<file path="config.mk">
export PLATFORM = sky130hd
export DESIGN_NAME = disp_fmt
export DESIGN_NICKNAME = d
export VERILOG_FILES = /design/src/rtl/disp_fmt.sv
export SDC_FILE = /design/constraint.sdc
export NUM_CORES = 1
export LEC_CHECK = 0
export CAP_MARGIN = 0
export CELL_PAD_IN_SITES_DETAIL_PLACEMENT = 0
export CELL_PAD_IN_SITES_GLOBAL_PLACEMENT = 1
export CORE_MARGIN = 5
export CORE_UTILIZATION = 36
export DETAILED_ROUTE_END_ITERATION = 12
export PLACE_DENSITY = 0.84
export SLEW_MARGIN = 0
export SYNTH_ARGS = -nofsm -noshare
export SYNTH_HDL_FRONTEND = slang
export SYNTH_SLANG_ARGS = --single-unit
</file>
<file path="constraint.sdc">
create_clock -name clk -period 3.1 [get_ports clk]
set_clock_uncertainty 0.05 [all_clocks]
set_input_delay 0.62 -clock clk [delete_from_list [all_inputs] [get_ports clk]]
set_output_delay 0.62 -clock clk [all_outputs]
set_load 0.05 [all_outputs]
</file>
<file path="src/rtl/disp_fmt.sv">
// Signed four-digit display formatter: binary magnitude to digit codes via a
// serial double-dabble conversion, then blanking, minus sign and decimal point.
module disp_fmt #(
    parameter bit BLANK_LZ = 1'b1
) (
    input  logic        clk,
    input  logic        rst,
    input  logic        start,
    input  logic [13:0] value,
    input  logic        neg,
    input  logic [1:0]  frac_pos,
    output logic        busy,
    output logic        done,
    output logic [15:0] bcd,
    output logic [3:0]  dp,
    output logic        frac,
    output logic        ovf
);

    typedef enum logic [1:0] {StIdle, StConv, StFmt} state_e;

    state_e      state_q, state_d;
    logic [13:0] val_q;
    logic        neg_q;
    logic [1:0]  frac_pos_q;
    logic [15:0] sr_q, sr_next;
    logic [3:0]  cnt_q;
    logic        busy_q, done_q, frac_q, ovf_q;
    logic [15:0] bcd_q;
    logic [3:0]  dp_q;

    // Formatted result, built from the finished shift register and latched inputs
    logic [15:0] fmt_bcd;
    logic [3:0]  fmt_dp;
    logic        fmt_frac, fmt_ovf, neg_eff;
    logic [1:0]  top, keep;
    logic [15:0] adj;

    always_comb begin
        state_d = state_q;
        unique case (state_q)
            StIdle:  if (start) state_d = StConv;
            StConv:  if (cnt_q == 4'd13) state_d = StFmt;
            StFmt:   state_d = StIdle;
            default: state_d = StIdle;
        endcase
    end

    // One double-dabble step: add-3 correction, then shift in the next value bit
    always_comb begin
        adj = sr_q;
        for (int i = 0; i < 4; i++) begin
            if (sr_q[i*4 +: 4] >= 4'd5) adj[i*4 +: 4] = sr_q[i*4 +: 4] + 4'd3;
        end
        sr_next = {adj[14:0], val_q[4'd13 - cnt_q]};
    end

    always_comb begin
        fmt_ovf = (val_q > 14'd9999) || (neg_q && val_q > 14'd999) ||
                  (neg_q && val_q != 14'd0 && frac_pos_q == 2'd3);
        neg_eff = neg_q && (val_q != 14'd0);
        top = 2'd0;
        for (int i = 1; i < 4; i++) begin
            if (sr_q[i*4 +: 4] != 4'd0) top = i[1:0];
        end
        keep = (top > frac_pos_q) ? top : frac_pos_q;
        fmt_bcd = sr_q;
        if (BLANK_LZ) begin
            for (int i = 0; i < 4; i++) begin
                if (i > int'(keep)) fmt_bcd[i*4 +: 4] = 4'hA;
                if (neg_eff && i == int'(keep) + 1) fmt_bcd[i*4 +: 4] = 4'hB;
            end
        end else if (neg_eff) begin
            fmt_bcd[15:12] = 4'hB;
        end
        fmt_frac = (frac_pos_q != 2'd0);
        fmt_dp   = fmt_frac ? (4'b0001 << frac_pos_q) : 4'b0000;
        if (fmt_ovf) begin
            fmt_bcd  = 16'hBBBB;
            fmt_dp   = 4'b0000;
            fmt_frac = 1'b0;
        end
    end

    always_ff @(posedge clk) begin
        if (rst) begin
            state_q    <= StIdle;
            val_q      <= 14'd0;
            neg_q      <= 1'b0;
            frac_pos_q <= 2'd0;
            sr_q       <= 16'd0;
            cnt_q      <= 4'd0;
            busy_q     <= 1'b0;
            done_q     <= 1'b0;
            bcd_q      <= 16'hAAAA;
            dp_q       <= 4'b0000;
            frac_q     <= 1'b0;
            ovf_q      <= 1'b0;
        end else begin
            state_q <= state_d;
            done_q  <= 1'b0;
            unique case (state_q)
                StIdle: begin
                    if (start) begin
                        val_q      <= value;
                        neg_q      <= neg;
                        frac_pos_q <= frac_pos;
                        sr_q       <= 16'd0;
                        cnt_q      <= 4'd0;
                        busy_q     <= 1'b1;
                    end
                end
                StConv: begin
                    sr_q  <= sr_next;
                    cnt_q <= cnt_q + 4'd1;
                end
                StFmt: begin
                    bcd_q  <= fmt_bcd;
                    dp_q   <= fmt_dp;
                    frac_q <= fmt_frac;
                    ovf_q  <= fmt_ovf;
                    done_q <= 1'b1;
                    busy_q <= 1'b0;
                end
                default: ;
            endcase
        end
    end

    assign busy = busy_q;
    assign done = done_q;
    assign bcd  = bcd_q;
    assign dp   = dp_q;
    assign frac = frac_q;
    assign ovf  = ovf_q;

endmodule

</file>
==> impl_metrics.csv <==
group,metric,value,unit
global_routing,grt_overflow,0,
power,p_clk_share,43.5,%
yosys,ys_ff_latch,62,
die,start_util,36.5,%
final_layout,final_common_cell,"dfxtp_1",
timing,hold_ws,0.407,ns
detailed_routing,drtAntennaViolNets,0,
timing,slew_headroom,56.9,%
power,p_sw,0.000423,W
detailed_routing,drt_iter0_drc,98,
global_routing,antenna_found_initial,0,
power,irDropWorstVdd,246,uV
global_routing,grt_pass1_vias,2501,
die,die_area,10200,sq um
power,p_int,0.00133,W
power,leakage,1.42,nW
worst_setup_path,end_kind,"flip-flop",
die,io_pins,44,
worst_setup_path,arrival,3.22,ns
flow_run,maxCapViolCount,0,
detailed_routing,vias_per_cell,5.04,
yosys,synth.avg_cell_area,8.57,sq um
die,core-area,8130,sq um
yosys,synth_edf_count,0,
power,switching_share,24.1,%
clocking,tritoncts,"done",
timing,slew_violations,0,
final_layout,antenna_cells,0,
timing,worst_pin_slew,0.646,ns
timing,hold_violations,0,
final_layout,fin_util,46.0,%
detailed_routing,wirelength,7.02,mm
detailed_routing,drc,0,
timing,fin_setup_tns,0,ns
die,rows,33,
clocking,clock_path_buffers,2,
yosys,yosysUniqueCellTypes,49,
final_layout,drive_above_1_share,10.9,%
final_layout,final_cell_mix,"dfxtp_1, nand2_1, clkdlybuf4s50_1",
power,pwr-share-seq,47.7,%
placed_design,io_buffers,42,
yosys,ys_async_sr_fraction,0,%
clocking,cts.clk_slew.worst_paths,0.07,ns
clocking,htreeDepth,3,
global_routing,grt_usage,14.8,%
final_layout,nets,424,
placed_design,dp_hpwl,5.03,mm
hold_path,hp-class,"reg2reg",
power,powerDensity,470,nW/um^2
die,chipHeight,101,um
clocking,worstSkewPairLatency,0.34,ns
outcome,status,"complete, no violations",
yosys,synth_warnings,0,
global_routing,grt_max_degree,24,
detailed_routing,wire_per_inst,14.1,um
worst_setup_path,start_kind,"flip-flop",
worst_setup_path,worst-path-max-fanout,8,
global_routing,grt_pass1_wl,11.9,mm
die,die_w,101,um
placed_design,gp_congestion,0.863,
timing,fmax,0.332,GHz
yosys,synth-seq-area-share,41.8,%
clocking,hold_buffers,0,
worst_setup_path,required,3.31,ns
detailed_routing,dr.pass1.iters,4,
yosys,netlist_area,2970,sq um
yosys,synth_cells,347,
timing,setup_viol,0,
clocking,cts_sinks,62,
detailed_routing,vias,2511,
final_layout,syn_to_final_growth,25.8,%
power,power_frac_comb,8.8,%
clocking,cts_buffers,9,
timing,fin_crit_sh,97.1,%
timing,min_period,3.01,ns
clocking,cts_root_buf,"clkbuf_8",
worst_setup_path,critPathKind,"reg2reg",
yosys,syn-num-nets,383,
yosys,synth_ff_type,"dfxtp_1",
[cell families (layout without fill, tap and decap cells)]
group                    count (synthesis)  after routing  synth area share [%]
adder cells (fa/ha/maj)                 16             16                  6.73
XOR/XNOR                                 8              8                  2.36
multiplexers                             8              8                  4.17
AO/OA/AOI/OAI                           90             90                  19.9
other                                    1              1                 0.126
flip-flops                              62             62                  41.8
AND/OR/NAND/NOR                        127            127                  20.5
buffers and inverters                   35             81                  4.55
[sequential cells by signal, summed over array words and instances (netlist names), 2 cells and up]
signal      count
bcd            16
sr_q           16
val_q          14
cnt_q           4
dp              3
frac_pos_q      2
state_q         2
[power groups by stage]
| stage | sequential (W) | combinational, W | clock, W |
|---|---|---|---|
| 5_1_grt | 0.000841 | 0.000173 | 0.000820 |
| 3_5_place_dp | 0.000856 | 0.000152 | 0 |
| 4_1_cts | 0.000837 | 0.000153 | 0.000784 |
| 2_1_floorplan | 0.000851 | 0.0000993 | 0 |
| 3_3_place_gp | 0.000855 | 0.000150 | 0 |
| 6_report | 0.000837 | 0.000155 | 0.000764 |
[cells in the mapped netlist (5+ instances only)]
master     n  area (sq um)
dfxtp_1   62          1240
nand2_1   53           199
a21oi_1   34           170
nor2_1    31           116
clkbuf_1  17          63.8
ha_1      16           200
inv_1     16          60.1
o21ai_0   14          70.1
nor3_1    11          55.1
a22oi_1    8          60.1
nand2b_1   8          50.1
nand3_1    8          40.0
xnor2_1    6          52.6
a31oi_1    5          31.3
o211ai_1   5          37.5
[through the flow]
stage	setup slack, ns	instance area [sq um]	instances	power (W)
after floorplan	0.196	2970	347	0.000950
after global placement	0.120	3490	481	0.00100
after detailed placement	0.0223	3490	481	0.00101
after CTS	0.0118	3700	497	0.00177
after global routing	-0.0285	3740	498	0.00183
final	0.0905	3740	498	0.00176
[worst max-delay path, stage by stage, from the launching register on]
cell	delay (ns)
dfxtp_1	0.33
inv_1	0.10
ha_2	0.21
or3b_2	0.45
nand2b_1	0.21
ha_4	0.31
nor2b_2	0.16
a2bb2oi_2	0.19
mux2_4	0.36
or4_1	0.47
o211ai_1	0.09
[final cells by class]
cell class / count / area [sq um]
inverters: 16 / 60.1
clock buffers: 10 / 128
multi-input cells: 250 / 1620
fillers: 796 / 4400
repair buffers: 49 / 468
flip-flops and latches: 62 / 1240
clock inverters: 6 / 86.3
well taps: 105 / 131
[per-layer routing]
layer	global-route usage, %	share of wire (%)
met2	24.9	48
met1	17.9	46
met5	0	0
met4	4.87	0.74
met3	4.78	4.9
[worst paths after layout]
check / start / end / slack, ns / cells past startpoint
setup / recovery: sr_q[13] / bcd[12] / 0.09 / 10
hold / removal: busy / busy / 0.41 / 2
setup reg to reg: sr_q[13] / bcd[12] / 0.09 / 10
hold reg to reg: busy / busy / 0.41 / 2
[what timing repair did]
item,CTS,global route
hold endpoints to repair,0,0
gates resized for setup,0,5
endpoints found under the setup margin,0,4
buffers inserted,0,1
No activity file was read; power rests on OpenSTA's default activity.
==> RTL edit 1, RTL diff (same flow settings) <==
Make the reset (`rst`) asynchronous in one clocked block.
--- a/src/rtl/disp_fmt.sv
+++ b/src/rtl/disp_fmt.sv
@@ -84,3 +84,3 @@
 
-    always_ff @(posedge clk) begin
+    always_ff @(posedge clk or posedge rst) begin
         if (rst) begin
Formal check against the unedited RTL: differs if rst is asserted again (counterexample within 4 cycles, from zero or initial values and one cycle with rst high); with rst held inactive, the same outputs for 10 cycles.
==> RTL edit 1 against the original RTL <==
Sequential cell count did not move; synthesized cell count decreased by 11%; wire length up 1.8%; synthesized area grew 7.5%; worst setup slack better by 59 ps; highest routed layer unchanged; critical path type unchanged; final cell count shrank 5.0%; sequential share of layout area is 6.4 points higher; worst hold slack gained 21 ps; non-clock buffer count grew 4; first-iteration DRC count rose by 72%; via count decreased by 1.6%; fmax increased by 2.0%; cell area increased by 5.4%.
Power is not compared: it rests on default switching activity, and its combinational part moved more than twofold at a synthesized area within 25%.
==> RTL edit 1: results (changes against the original RTL) <==
Total Routing Usage GR=0.1356 (-0.01270); most common library cells after synthesis=nand2_1, dfrtp_1, nor2_1; share of post-route cells with drive strength above 1=0.1315 (+0.02209); synth unique cells=52 (+6.1%); number of placed instances with taps included=457 (-5.0%); result of the run=finished clean; most area-consuming cells after synthesis=dfrtp_1, dfstp_2, nand2_1, ha_1, a32o_1; average size of a mapped cell=10.31 µm² (+20%); first-pass GRT wire length=12,050 µm (+1.0%); launch point of the worst hold path=frac; hold worst-path end=frac; Synth async-reset ratio=1.000 (+1.000); DR vias=2,471 (-1.6%); slew of the pin with the lowest slew margin=922.2 ps (+276.1 ps); startpoint of the lowest-slack register-to-register path=sr_q[8]; total wirelength of the detailed-routed design=7148 µm (+1.8%); Reg2Reg Setup Slack=150 ps (+60 ps); endpoint of the worst register-to-register path=bcd[4]; DRC violation total after the first TritonRoute iteration=169 (+72%); number of nets produced by synthesis=346 (-9.7%); placed wire-length estimate after detailed placement=5089 µm (+1.1%); final instance count without filler cells=473 (-5.0%); RD Place Congestion=0.8441 (-2.1%); Syn-to-layout area delta=23.25%; sequential fraction of the synthesis area=0.4885 (+0.07095)
-- RTL edit 1: changes by cell type after synthesis, sizes merged, moves of 5 or more --
| cell | delta |
|---|---|
| nor2 | -10 |
| a21oi | -26 |
| dfrtp | +54 |
| dfxtp | -62 |
| dfstp | +8 |
| clkbuf | -7 |
| o31ai | +5 |
| a22oi | -8 |
| o22ai | +6 |
| nor3 | -11 |
-- RTL edit 1: how the worst max path moves through the flow --
stage	start	endpoint	slack, ps	depth (start not counted)
2_1_floorplan	sr_q[8]	bcd[4]	120	11
3_3_place_gp	sr_q[8]	bcd[4]	150	10
3_5_place_dp	sr_q[8]	bcd[4]	80	10
4_1_cts	sr_q[8]	bcd[4]	50	10
5_1_grt	sr_q[8]	bcd[6]	20	11
6_report	sr_q[8]	bcd[4]	150	10
-- RTL edit 1: cell families after synthesis --
family / synth area share
AO/OA/AOI/OAI: 0.1836
multiplexers: 0.04149
flip-flops: 0.4885
adder cells (fa/ha/maj): 0.06262
buffers and inverters: 0.04461
other: 0.001173
AND/OR/NAND/NOR: 0.1589
XOR/XNOR: 0.01918
-- RTL edit 1: per-layer routing --
layer / up-vias / part of all wire / routed length (µm) / global-route usage
met5: - / 0 / 0 / 0
met4: 0 / 0.016 / 116 / 0.05273
met3: 11 / 0.059 / 420 / 0.04469
met2: 64 / 0.47 / 3372 / 0.2154
met1: 1189 / 0.45 / 3238 / 0.1709
li1: 1207 / - / - / -
-- RTL edit 1: cell type report --
cell class	count	area [µm²]
Clock buffer	13	148.9
Inverter	20	75.07
Sequential cell	62	1562
Fill cell	842	4738
Tap cell	108	135.1
Multi-Input combinational cell	215	1494
Timing Repair Buffer	53	515.5
Clock inverter	2	10.01
-- RTL edit 1: what timing repair did --
action | in CTS | in global routing
setup buffers | 0 | 1
setup endpoints to repair | 0 | 5
gates resized for setup | 0 | 4
-- RTL edit 1: critical path, stage by stage, from the launching register on --
cell and delay [ps]:
dfrtp_1 420, inv_2 110, ha_1 160, or3b_1 360, o21ai_2 200, inv_1 90
ha_1 290, or3b_1 380, and2_2 230, o2111a_1 260, o32a_1 280
-- RTL edit 1: metrics by stage --
stage	area (µm²)	utilization	setup slack (ps)	total power [W]	hold slack, ps
floorplan	3197	-	123.6	0.002989	433.0
CTS	3931	0.4530	52.03	0.004168	434.9
finish	3940	0.4540	149.9	0.004157	427.8
detailed placement	3772	0.4347	75.69	0.003547	421.0
global route	3940	0.4540	17.25	0.004474	477.4
global placement	3772	0.4347	153.8	0.003503	420.6
-- RTL edit 1: power breakdown --
group	switching, W	internal (W)	leakage [nW]	total, W
sequential	0.000340	0.00115	0.764	0.00149
combinational	0.00118	0.000885	0.903	0.00207
clock	0.000294	0.000306	0.0833	0.000600
==> RTL edit 2, RTL diff (same flow settings) <==
Without the edit above. Set the parameter `BLANK_LZ` to 1'b0 (it was 1'b1).
--- a/src/rtl/disp_fmt.sv
+++ b/src/rtl/disp_fmt.sv
@@ -3,3 +3,3 @@
 module disp_fmt #(
-    parameter bit BLANK_LZ = 1'b1
+    parameter bit BLANK_LZ = 1'b0
 ) (
Function: same outputs for any inputs over 10 cycles, from zero or initial values and one cycle with rst high; that may be too few to reach the edited logic, so the function may still have changed.
==> RTL edit 2 against the original RTL <==
Total power is 7.6% lower; cell area is 4.9% lower; count of clock-buffer cells in the layout is 3 higher; synthesized area is 3.0% lower; worst setup slack better by 830 ps; sequential power hardly changed; wire length is 7.2% lower; sequential cell count stayed put; register-to-register slack better by 890 ps; die area is 2.7% lower; first-iteration DRC count is 7.1% lower; non-clock buffer count stayed put; clock power is 17% lower; largest cell class unchanged.
==> RTL edit 2: results (changes against the original RTL) <==
placed wire-length estimate after detailed placement=4519 µm (-10%); number of detailed-routing iterations run before antenna repair=4 (unchanged); share of post-route cells with drive strength above 1=0.09351 (-0.01591); total wirelength of the detailed-routed design=6512 µm (-7.2%); post-CTS setup repair buffer count=0 (unchanged); warning count from the yosys run=0 (unchanged); number of buffers added by the clock tree synthesis step=9 (unchanged); placed cell area=3382 µm² (-3.1%); number of global-route vias before repair=2,388 (-4.5%); Gates resized, CTS repair=0 (unchanged); CP Data Arrival Time=1510 ps (-1710 ps); number of nets produced by synthesis=377 (-1.6%); DRC violation total after the first TritonRoute iteration=91 (-7.1%); antenna violations before repair=0 (unchanged); most area-consuming cells after synthesis=dfxtp_1, a21oi_1, nand2_1, ha_1, nor3_1; Synth async-reset ratio=0 (unchanged); Clock Path Buffers=2 (unchanged); first-pass GRT wire length=10,900 µm (-8.6%); leakage power total=1.235 nW (-13%); Top delay family on crit path=buffers and inverters; buffer type at the clock tree root=clkbuf_8; RD Place Congestion=0.8041 (-6.8%); # port buffers=42 (unchanged); ratio of routed vias to standard cells=5.072 (+0.59%); most common library cells after synthesis=dfxtp_1, a21oi_1, nand2_1; headroom to the max-slew limit=0.4684 (-0.1009); result of the run=finished clean; worst-path maximum fanout=2 (-6); H-tree depth=3 (unchanged); crit path max-delay cell type=clkdlybuf4s50_1; clock-pin slew of the registers on the worst-case setup and hold paths=60 ps; largest stage delay on the critical path=820 ps (+350 ps); path category of the worst min-delay check=reg2reg; worst vdd rail ir drop=0.2580 mV (+4.9%); number of filler instances in the final layout=782 (-1.8%); Worst-Skew Late Latency=330 ps; sequential fraction of the synthesis area=0.4306 (+0.01305); pin count of the biggest net entering global routing=33 (+38%); net count of the finished layout=414 (-2.4%); synth unique cells=44 (-10%); Ant. Diodes=0 (unchanged); Total Routing Usage GR=0.1355 (-0.01284)
==> RTL edit 2: per-layer routing <==
layer | vias to the layer above | wire (µm) | GRT usage
met3 | 7 | 304 | 0.04278
met2 | 47 | 3287 | 0.2423
met5 | - | 0 | 0
li1 | 1282 | - | -
met1 | 1134 | 2855 | 0.1535
met4 | 0 | 63 | 0.04097
==> RTL edit 2: logic make-up after synthesis <==
logic type | count (synthesis) | synth area share
other cells | 1 | 0.001301
fa+ha+maj | 12 | 0.05208
flops | 62 | 0.4306
mux | 5 | 0.02647
xor+xnor | 8 | 0.02430
buf+inv | 34 | 0.04861
compound gates | 88 | 0.1845
simple gates | 135 | 0.2322
==> RTL edit 2: final cells by class <==
cell class,instances,area [µm²],area share
Multi-Input combinational cell,249,1504,0.4229
Sequential cell,62,1241,0.3490
Timing Repair Buffer,49,467.9,0.1316
Clock buffer,13,168.9,0.04750
Tap cell,102,127.6,0.03589
Inverter,11,41.29,0.01161
Clock inverter,1,5.005,0.001407
==> RTL edit 2: worst paths after layout <==
check	depth (start not counted)	start	to	slack (ps)
min	2	dp[2]	dp[2]	400
min reg2reg	2	dp[2]	dp[2]	400
max	1	bcd[2]	bcd[2]	920
max reg2reg	5	val_q[10]	frac	980
==> RTL edit 2: where the power goes <==
group	internal [W]	total (W)	switching, W
clock	0.000346	0.000633	0.000287
sequential	0.000814	0.000838	0.0000237
combinational	0.0000624	0.000151	0.0000888
total	0.00122	0.00162	0.000400
==> RTL edit 2: stage by stage <==
stage | total power (W) | setup slack [ps] | instances | hold WS [ps]
after floorplan | 0.0009511 | 1286 | 345 | 394.7
after detailed placement | 0.001008 | 978.3 | 473 | 397.5
after global placement | 0.001006 | 1044 | 473 | 395.0
after global routing | 0.001687 | 871.7 | 487 | 427.6
after CTS | 0.001643 | 892.9 | 487 | 406.6
final | 0.001622 | 918.9 | 487 | 403.6
==> RTL edit 2: tightest hold or removal path: cells and delay by family (launching register included) <==
| family | cells | cell delay (ps) |
|---|---|---|
| AO/OA/AOI/OAI | 1 | 50 |
| AND/OR/NAND/NOR | 1 | 50 |
| flip-flops | 1 | 310 |
